[config.mk]
export PLATFORM = sky130hd
export DESIGN_NAME = mem_port_initiator
export DESIGN_NICKNAME = d
export VERILOG_FILES = /design/src/rtl/mem_port_initiator.sv
export SDC_FILE = /design/constraint.sdc
export NUM_CORES = 1
export LEC_CHECK = 0
export CORE_MARGIN = 8
export CORE_UTILIZATION = 41
export DETAILED_ROUTE_END_ITERATION = 8
export PLACE_DENSITY = 0.88
export SLEW_MARGIN = 20
export SYNTH_ARGS = -nofsm -noshare
export SYNTH_HDL_FRONTEND = slang
export SYNTH_SLANG_ARGS = --single-unit
[constraint.sdc]
create_clock -name clock -period 4.2 [get_ports clock]
set_input_delay 0.84 -clock clock [delete_from_list [all_inputs] [get_ports clock]]
set_output_delay 0.84 -clock clock [all_outputs]
set_load 0.005 [all_outputs]
[src/rtl/mem_port_initiator.sv]
// Requester-side controller for one synchronous-read memory port: issues client requests,
// captures read data into a credit-protected response FIFO. Optional: MEM_PORT_INITIATOR_WRITE_ACK_EN.
module mem_port_initiator #(
  parameter int ADDR_W    = 5,
  parameter int DATA_W    = 64,
  parameter int RSP_DEPTH = 2
) (
  input  logic              clock,
  input  logic              reset,
  input  logic              req_valid,
  output logic              req_ready,
  input  logic [ADDR_W-1:0] req_addr,
  input  logic [DATA_W-1:0] req_wdata,
  input  logic              req_we,
  output logic              rsp_valid,
  input  logic              rsp_ready,
  output logic [DATA_W-1:0] rsp_rdata,
  output logic [ADDR_W-1:0] mem_addr,
  output logic [DATA_W-1:0] mem_wdata,
  output logic              mem_we,
  input  logic [DATA_W-1:0] mem_rdata,
`ifdef MEM_PORT_INITIATOR_WRITE_ACK_EN
  output logic              rsp_is_wack,
`endif
  output logic              busy
);

  localparam int CNT_W = $clog2(RSP_DEPTH + 1);
  localparam int PTR_W = (RSP_DEPTH > 1) ? $clog2(RSP_DEPTH) : 1;

  // Handshakes: a beat transfers on a rising edge where valid & ready are both high;
  // valid never depends on ready, and req_ready never depends on req_valid/req_we.

  logic [CNT_W-1:0]  count;
  logic [PTR_W-1:0]  rd_ptr;
  logic [PTR_W-1:0]  wr_ptr;
  logic              rd_pending;
  logic              accept;
  logic              push;
  logic              pop;
  logic              pend_set;
  logic [CNT_W:0]    credit_use;
  logic [DATA_W-1:0] push_data;
  logic [DATA_W-1:0] data_q [RSP_DEPTH];

  function automatic logic [PTR_W-1:0] ptr_inc(input logic [PTR_W-1:0] p);
    return (p == PTR_W'(RSP_DEPTH - 1)) ? '0 : p + PTR_W'(1);
  endfunction

  assign pop        = rsp_valid & rsp_ready;
  assign push       = rd_pending;
  // Credits cover both stored entries and the response still in flight from the memory.
  assign credit_use = {1'b0, count} + {{CNT_W{1'b0}}, rd_pending} - {{CNT_W{1'b0}}, pop};
  assign req_ready  = ~reset & (credit_use < (CNT_W + 1)'(RSP_DEPTH));
  assign accept     = req_valid & req_ready;

  assign mem_addr  = req_addr;
  assign mem_wdata = req_wdata;
  assign mem_we    = accept & req_we;

  assign rsp_valid = (count != '0);
  assign rsp_rdata = rsp_valid ? data_q[rd_ptr] : '0;
  assign busy      = rd_pending | rsp_valid;

`ifdef MEM_PORT_INITIATOR_WRITE_ACK_EN
  logic pend_wack;
  logic wack_q [RSP_DEPTH];

  assign pend_set    = accept;
  assign push_data   = pend_wack ? '0 : mem_rdata;
  assign rsp_is_wack = rsp_valid & wack_q[rd_ptr];

  always_ff @(posedge clock or posedge reset) begin
    if (reset) pend_wack <= 1'b0;
    else       pend_wack <= accept & req_we;
  end

  always_ff @(posedge clock) begin
    if (push) wack_q[wr_ptr] <= pend_wack;
  end
`else
  assign pend_set  = accept & ~req_we;
  assign push_data = mem_rdata;
`endif

  always_ff @(posedge clock or posedge reset) begin
    if (reset) begin
      rd_pending <= 1'b0;
      count      <= '0;
      rd_ptr     <= '0;
      wr_ptr     <= '0;
    end else begin
      rd_pending <= pend_set;
      if (push) wr_ptr <= ptr_inc(wr_ptr);
      if (pop)  rd_ptr <= ptr_inc(rd_ptr);
      case ({push, pop})
        2'b10:   count <= count + CNT_W'(1);
        2'b01:   count <= count - CNT_W'(1);
        default: count <= count;
      endcase
    end
  end

  // Storage is not reset; rsp_rdata is masked to zero while the FIFO is empty.
  always_ff @(posedge clock) begin
    if (push) data_q[wr_ptr] <= push_data;
  end

endmodule

==> flow_summary.json <==
{
  "grt_usage": 0.1522,
  "clk_latency_ns": 0.41,
  "synthXorXnorAreaFrac": 0.005992,
  "fin_crit_sh": 0.9457,
  "syn_area_um2": 5847,
  "initial_core_util": 0.4212,
  "htree_levels": 4,
  "r2r-end": "data_q[1][63]",
  "regToRegStartpoint": "push",
  "dp_cells": 608,
  "cts_resized": 0,
  "dpl-instance-area_um2": 6807,
  "grtUsageMet1": 0.1407,
  "hold_viol_final": 0,
  "wirelength_um": 14330,
  "fin_util": 0.5330,
  "synth_compound_area_frac": 0.002568,
  "timing.setup.tns_ns": 0,
  "max_slew_margin": 0.3617,
  "cts_root_buf": "clkbuf_16",
  "timing.critical_path.slowest_cell_delay_ns": 0.50,
  "die_area_um2": 18340,
  "netlist_top_cells_area": "edfxtp_1 66%, mux2i_1 11%, buf_4 9.0%, nor2_2 5.3%, buf_6 2.5%",
  "io_buffers": 136,
  "cts_setup_buffers": 0,
  "ys_types": 25,
  "fmax_mhz": 251.8,
  "met3_usage": 0.06491,
  "stdcell_count": 640,
  "gp_congestion": 0.7360,
  "cts_tree": "built",
  "hold_path.class": "flip-flop to flip-flop",
  "dpl.hpwl_um": 10420,
  "wire_per_inst_um": 22.39,
  "nets": 586,
  "min-delay-start": "wr_ptr",
  "power_density_nw_per_um2": 535.7,
  "via_count": 3047,
  "setup_viol": 0,
  "grt_use_met2": 0.2776,
  "antenna_found_initial": 0,
  "synth_top_area_frac": 0.6574,
  "drv_cap": 0,
  "ys_seq_area_frac": 0.6788,
  "grt_overflow": 0,
  "report.final.slew_viol_count": 0,
  "grt_max_degree": 66,
  "rsz0062_at_grt": "false",
  "yosys.area.top_type": "edfxtp_1",
  "peakVddDrop_v": 0.0003672,
  "yosys.area_share.simple": 0.07939,
  "firstDrtPassIters": 6,
  "final_area_um2": 7398,
  "die_y_um": 135.4,
  "fin_crit_ns": 3.972,
  "clk_path_buf_depth": 2,
  "cts_made_buffers": 17,
  "grt_pass1_wl_um": 20690,
  "cp_data_required_time_ns": 3.36,
  "start_kind": "input port",
  "crit_fanout": 6,
  "clock-sinks": 133,
  "top_level_ports": 275,
  "hold_buffers": 0,
  "ff2ff_setup_slack_ns": 2.02,
  "area_growth_pct": 26.54,
  "path_class": "input port to output port",
  "netlist_instances": 373,
  "ff2ff_path_depth": 2,
  "min_to": "wr_ptr",
  "first_global_vias": 3384,
  "grt-busiest-layer": "met2",
  "worst_hold_path.num_cells": 1,
  "antenna_left": 0,
  "vias_per_cell": 4.761,
  "status": "finished clean",
  "core_area_um2": 13880,
  "syn_nets": 512,
  "drc": 0,
  "synthMuxAreaShare": 0.1113,
  "worst_pin_slew_ns": 0.9575,
  "drt_iter0_markers": 123,
  "arrival_ns": 3.13,
  "timing.critical_path.mode_cell": "clkdlybuf4s50_1",
  "ys_ff_latch": 133,
  "drive_above_1_share": 0.1870,
  "num_rows": 43,
  "p_leak_nw": 2.582,
  "power_mw": 3.963,
  "clock_skew_ns": 0.007552,
  "synth_top_family_by_area": "buffers and inverters",
  "critical-path-slowest-cell": "clkdlybuf4s50_1",
  "synth-adder-area-share": 0.003424,
  "die_w_um": 135.4,
  "ys_warn_count": 0,
  "end_kind": "output port",
  "path_cells": "clkdlybuf4s50_1 > and2b_1 > o21ai_1 > fa_1 > xnor2_1 > and3_4 > and3_1 > clkdlybuf4s50_1",
  "avgSynthCellArea_um2": 15.68,
  "antenna_cells_inserted": 0,
  "cts.clk_slew.worst_paths_ns": 0.05,
  "crit_start": "rsp_ready"
}
## layout make-up
cell class	count	area [µm²]
timing repair buffer	140	1404
inverter	3	11.26
tap	180	225.2
sequential	133	3973
clock buffer	20	436.7
clock inverter	12	155.1
multi-input combinational	152	1194
fill	1126	6482
## how the worst max path moves through the flow
| stage | to | slack (ns) | cells past startpoint |
|---|---|---|---|
| floorplan | data_q[0][0] | 0.38 | 2 |
| global placement | mem_we | 0.31 | 8 |
| detailed placement | mem_we | 0.22 | 8 |
| CTS | mem_we | 0.22 | 8 |
| global route | mem_we | 0.13 | 8 |
| finish | mem_we | 0.23 | 8 |
## placed cells by master, fill, tap and decap left out
cell / synthesis / routed
fa_1: 1 / 1
edfxtp_1: 128 / 128
mux2i_1: 65 / 65
o21ai_1: 2 / 2
inv_6: 0 / 1
and2b_1: 1 / 1
and3_4: 1 / 1
clkdlybuf4s50_1: 0 / 136
a21oi_1: 1 / 1
clkbuf_1: 0 / 3
and3_1: 1 / 1
xnor2_1: 2 / 2
or3_1: 1 / 1
and3b_1: 1 / 1
clkinv_4: 0 / 3
dfrtp_4: 0 / 1
inv_1: 3 / 3
buf_4: 70 / 3
bufinv_16: 0 / 3
nor2_1: 16 / 16
clkinvlp_4: 0 / 3
xor2_1: 2 / 2
nor2b_4: 0 / 1
nand2_1: 2 / 2
clkinv_1: 0 / 2
buf_12: 0 / 1
nand3b_1: 1 / 1
dfrtp_1: 5 / 4
nor2_4: 1 / 1
nor2b_1: 2 / 1
clkbuf_16: 0 / 17
nand2b_1: 1 / 1
nor2_2: 50 / 50
and2_2: 0 / 1
## cells by family after synthesis
logic type	Yosys count
flops	133
buf+inv	88
simple gates	79
mux	65
xor+xnor	4
compound gates	3
fa+ha+maj	1
## layer usage
metal  wire length [µm]  vias up
met5                  0        -
met3               1378       41
met1               4751     1466
li1                   -     1403
met4                452        0
met2               7745      137
## synthesized netlist by cell type, drive strengths merged
| library cell | instances |
|---|---|
| nand2 | 2 |
| nor2b | 2 |
| and2b | 1 |
| edfxtp | 128 |
| and3b | 1 |
| nand3b | 1 |
| xor2 | 2 |
| nand2b | 1 |
| inv | 3 |
| or3 | 1 |
| xnor2 | 2 |
| and2 | 1 |
| a21oi | 1 |
| and3 | 2 |
| o21ai | 2 |
| mux2i | 65 |
| dfrtp | 5 |
| nor2 | 67 |
| fa | 1 |
| buf | 85 |
## sequential cells by signal (all words and copies together), names as in the netlist
name / cells
count: 2
data_q: 128
push: 1
rd_ptr: 1
wr_ptr: 1
## critical path, delay by kind of cell
family | cells | cell delay, ns
XOR/XNOR | 1 | 0.16
adder cells (fa/ha/maj) | 1 | 0.40
AND/OR/NAND/NOR | 3 | 0.63
AO/OA/AOI/OAI | 1 | 0.10
buffers and inverters | 2 | 1.00
## metrics by stage
| step | setup slack, ns | hold WS (ns) |
|---|---|---|
| 2_1_floorplan | 0.3849 | 0.4531 |
| 3_3_place_gp | 0.3051 | 0.5226 |
| 3_5_place_dp | 0.2243 | 0.5285 |
| 4_1_cts | 0.2157 | 0.5363 |
| 5_1_grt | 0.1327 | 0.5751 |
| 6_report | 0.2280 | 0.5411 |
## power breakdown
| part | switching (mW) | internal (mW) |
|---|---|---|
| clock network | 0.538 | 0.933 |
| registers | 0.125 | 1.55 |
| logic | 0.357 | 0.461 |
| total | 1.02 | 2.94 |
(Power assumes the default switching activity.)
==> patch 1 (same settings) <==
Build with the macro `MEM_PORT_INITIATOR_WRITE_ACK_EN` defined.
--- a/src/rtl/mem_port_initiator.sv
+++ b/src/rtl/mem_port_initiator.sv
@@ -1,5 +1,7 @@
 // Requester-side controller for one synchronous-read memory port: issues client requests,
 // captures read data into a credit-protected response FIFO. Optional: MEM_PORT_INITIATOR_WRITE_ACK_EN.
+`define MEM_PORT_INITIATOR_WRITE_ACK_EN
+
 module mem_port_initiator #(
   parameter int ADDR_W    = 5,
   parameter int DATA_W    = 64,
Function (old outputs only; new: rsp_is_wack): changed (a bounded check fails within 4 cycles, from zero or initial values and one cycle with reset high).
==> patch 1 against the unedited design <==
- wire length grew 1.8%
- sequential cell count grew 3
- clock skew shrank 0.00068 ns
- maximum frequency shrank 0.69%
- cell area grew 5.0%
- register-to-register slack lost 0.04 ns
- power grew 20%
- worst setup slack lost 0.028 ns
- area after synthesis grew 7.6%
==> patch 1: results (changes against the unedited design) <==
** Routing
- The number of DRC markers after the initial detailed-route iteration was 96 (was 123).
- The detailed-route vias per instance is 4.88 (was 4.76).
- The wire length per cell is 20.3 um (was 22.4 um).
- The detailed-routing iteration count for the pre-antenna-repair pass is 4 (was 6).

** Critical path
- The endpoint of the most critical register-to-register path is data_q[0][42] (was data_q[1][63]).
- The setup slack of the most critical reg-to-reg path was 1.98 ns (was 2.02 ns).
- The signal arrival time at the worst endpoint is 3.16 ns (was 3.13 ns).

** Synthesis
- The share of synthesized registers carrying an async set or reset is 4.41% (was 3.76%).
- The count of flip-flops with a built-in enable after synthesis came to 130 (was 128).
- The number of nets in the synthesized netlist came to 589 (was 512).
- Most frequent cells after synthesis :: sky130_fd_sc_hd__edfxtp_1, sky130_fd_sc_hd__buf_4, sky130_fd_sc_hd__nor2_1 (was sky130_fd_sc_hd__edfxtp_1, sky130_fd_sc_hd__buf_4, sky130_fd_sc_hd__mux2i_1)

** Power and ir drop
- Worst vdd rail ir drop :: 317 uV (was 367 uV)
- Power dissipated in the clock network :: 1.41 mW (was 1.47 mW)
- Leak :: 2.82 nW (was 2.58 nW)
- The net switching share of the total power came to 28.7% (was 25.7%).

** GRT
- Vias in the first global route :: 3929 (was 3384)
- The first-pass GRT wire length is 22.4 mm (was 20.7 mm).

** STA
- The transition time of the tightest slew-check pin was 0.939 ns (was 0.958 ns).
- The worst setup skew after layout came to 0.00687 ns (was 0.00755 ns).

** Placed design
- Count of port buffers added during placement :: 137 (was 136)
- The routability-driven placement congestion ratio was 0.766 (was 0.736).
- HPWL after DPL :: 10.2 mm (was 10.4 mm)

** Layout
- The fraction of layout instances using a drive strength above 1 is 6.98% (was 18.7%).
- The post-layout net count was 656 (was 586).

** Status
- Outcome :: completed (unchanged)
-- patch 1: cell count changes in the layout (fill, tap and decap cells not counted), moves of 2 or more --
cell                       unedited run  this run
sky130_fd_sc_hd__nor2b_1              1        65
sky130_fd_sc_hd__nor2_1              16        67
sky130_fd_sc_hd__nor2_2              50         0
sky130_fd_sc_hd__clkinv_2             0         2
sky130_fd_sc_hd__edfxtp_1           128       130
sky130_fd_sc_hd__o21ai_0              0         2
sky130_fd_sc_hd__o21ai_1              2         0
-- patch 1: final cells by class --
class,instances,area [um^2]
flip-flops and latches,136,4060
fillers,1257,7320
inverters,3,11.3
clock inverters,13,130
clock buffers,19,433
multi-input cells,218,1480
well taps,188,235
repair buffers,141,1410
-- patch 1: logic make-up after synthesis --
kind of cell | Yosys count | share of synthesized area [%]
and+or+nand+nor | 144 | 11.8
DFF | 136 | 64.4
buffers and inverters | 96 | 12.2
muxes | 66 | 10.5
xor gates and xnor gates | 4 | 0.557
AOI/OAI and AO/OA | 3 | 0.239
adders and majority gates | 1 | 0.318
-- patch 1: metrics by stage --
stage | total power [mW] | worst slack, ns | instance area (um^2) | utilization, % | std cells
after floorplan | 2.86 | 0.330 | 6290 | - | 450
after global placement | 3.38 | 0.285 | 7200 | 47.7 | 686
after detailed placement | 3.41 | 0.191 | 7200 | 47.7 | 686
after CTS | 4.84 | 0.192 | 7770 | 51.5 | 718
after global routing | 5.00 | 0.104 | 7770 | 51.5 | 718
final | 4.77 | 0.200 | 7770 | 51.5 | 718
-- patch 1: per-layer routing --
metal,GRT usage (%),vias to the layer above,part of all wire (%)
met1,14.3,1687,35
met2,26.4,142,53
met4,8.17,0,3.3
li1,-,1616,-
met3,6.46,56,8.8
met5,0,-,0
==> patch 2 (config.mk and constraints unchanged) <==
Made on the original files. Set the parameter `DATA_W` to 128 (it was 64).
--- a/src/rtl/mem_port_initiator.sv
+++ b/src/rtl/mem_port_initiator.sv
@@ -2,7 +2,7 @@
 // captures read data into a credit-protected response FIFO. Optional: MEM_PORT_INITIATOR_WRITE_ACK_EN.
 module mem_port_initiator #(
   parameter int ADDR_W    = 5,
-  parameter int DATA_W    = 64,
+  parameter int DATA_W    = 128,
   parameter int RSP_DEPTH = 2
 ) (
   input  logic              clock,
Ports: changed (resized mem_rdata, mem_wdata, req_wdata and rsp_rdata); port bits go from 275 to 531. No check against the original RTL was run, so the function may have changed too.
==> patch 2 against the unedited design <==
- global-route usage rose by 6.0 points
- critical path depth did not move
- utilization fell by 2.0 points
- cell area rose by 86%
- die area rose by 78%
- area after synthesis rose by 90%
- sequential power rose by 87%
- power rose by 76%
- wire length rose to 2.5 times the old value
- first-iteration DRC count rose to 2.8 times the old value
- worst setup slack improved by 0.025 ns
- via count rose by 100%
- sequential cell count rose by 128
- critical endpoint unchanged
- largest cell class unchanged
==> patch 2: results (changes against the unedited design) <==
** Status
- Outcome: completed (unchanged).

** Synthesis
- Synthesized area per cell :: 15.7 um^2 (about the same)
- Async set-reset flop share out of synthesis :: 1.92% (was 3.76%)
- Number of flops mapped to enable cells by yosys :: 256 (was 128)
- Most frequent cells after synthesis :: sky130_fd_sc_hd__edfxtp_1, sky130_fd_sc_hd__buf_4, sky130_fd_sc_hd__nor2_1 (was sky130_fd_sc_hd__edfxtp_1, sky130_fd_sc_hd__buf_4, sky130_fd_sc_hd__mux2i_1)
- Top post-synthesis cells by area :: sky130_fd_sc_hd__edfxtp_1, sky130_fd_sc_hd__mux2i_1, sky130_fd_sc_hd__buf_4, sky130_fd_sc_hd__nor2_1, sky130_fd_sc_hd__buf_12 (was sky130_fd_sc_hd__edfxtp_1, sky130_fd_sc_hd__mux2i_1, sky130_fd_sc_hd__buf_4, sky130_fd_sc_hd__nor2_2, sky130_fd_sc_hd__buf_6)
- Synth Net Count :: 975 (was 512)

** GRT
- Met3 global-route usage :: 20.4% (was 6.49%)
- Global-route wire length before repair :: 50.3 mm (was 20.7 mm)
- Aggregate global-route resource usage :: 21.3% (was 15.2%)
- The largest net degree at the start of global routing is 130 (was 66).
- Vias in the first global route :: 6534 (was 3384)

** Routing
- The wire length per cell came to 30.4 um (was 22.4 um).
- The detailed-routing iteration count for the pre-antenna-repair pass was 5 (was 6).
- The number of DRC markers after the initial detailed-route iteration came to 348 (was 123).

** Placed design
- Post-Place Cells :: 1157 (was 608)
- The standard cell area after detailed placement was 13000 um^2 (was 6810 um^2).
- The detailed-placement wirelength estimate is 28.4 mm (was 10.4 mm).

** Layout
- Largest registers in the final layout :: data_q: 256 flops, count: 2 flops (was data_q: 128 flops, count: 2 flops)
- Final layout net count :: 1112 (was 586)
- The fraction of layout instances using a drive strength above 1 came to 5.57% (was 18.7%).
- Non-filler cells in the finished layout :: 1202 (was 640)

** Hold path
- Hold crit path type :: input port to async pin (was flip-flop to flip-flop)

** Clock network
- Worst-Skew Late Latency :: 0.53 ns (was 0.41 ns)
- The number of levels in the clock H-tree came to 1 (was 4).
- CTS Buf Count :: 27 (was 17)
- Maximum count of clock buffers along a single path :: 3 (was 2)

** STA
- The smallest hold slack is 0.539 ns (was 0.541 ns).

** Critical path
- Arrival time at the worst endpoint :: 3.11 ns (was 3.13 ns)
-- patch 2: logic make-up (layout without fill, tap and decap cells) --
group                      after synthesis  in the layout  share of synthesized area (%)
AOI/OAI and AO/OA                        3              3                          0.135
xor gates and xnor gates                 4              4                          0.315
adders and majority gates                1              1                          0.180
buffers and inverters                  167            320                           12.3
DFF                                    261            261                           70.3
muxes                                  129            129                           11.6
and+or+nand+nor                        143            143                           5.17
-- patch 2: worst max path at each step --
stage | start | to
floorplan | push | data_q[1][0]
global placement | rsp_ready | mem_we
detailed placement | rsp_ready | mem_we
global route | rsp_ready | mem_we
finish | rsp_ready | mem_we
CTS | rsp_ready | mem_we
-- patch 2: final cells by class --
type                       count  area (um^2)
clock buffer                  29          683
clock inverter                16          111
fill                        2104        13100
inverter                       3         11.3
multi-input combinational    280         1950
sequential                   261         7820
tap                          341          427
timing repair buffer         272         2760
-- patch 2: per-layer routing --
| metal | up-vias | routed length, um |
|---|---|---|
| li1 | 2665 | - |
| met4 | 8 | 505 |
| met2 | 464 | 18500 |
| met5 | - | 170 |
| met1 | 2926 | 9600 |
| met3 | 39 | 7710 |
-- patch 2: power breakdown --
part | total (mW) | internal [mW] | switching [mW]
Combinational | 1.68 | 0.871 | 0.806
Clock | 2.17 | 1.23 | 0.941
Sequential | 3.13 | 3.04 | 0.0879
Total | 6.97 | 5.14 | 1.84
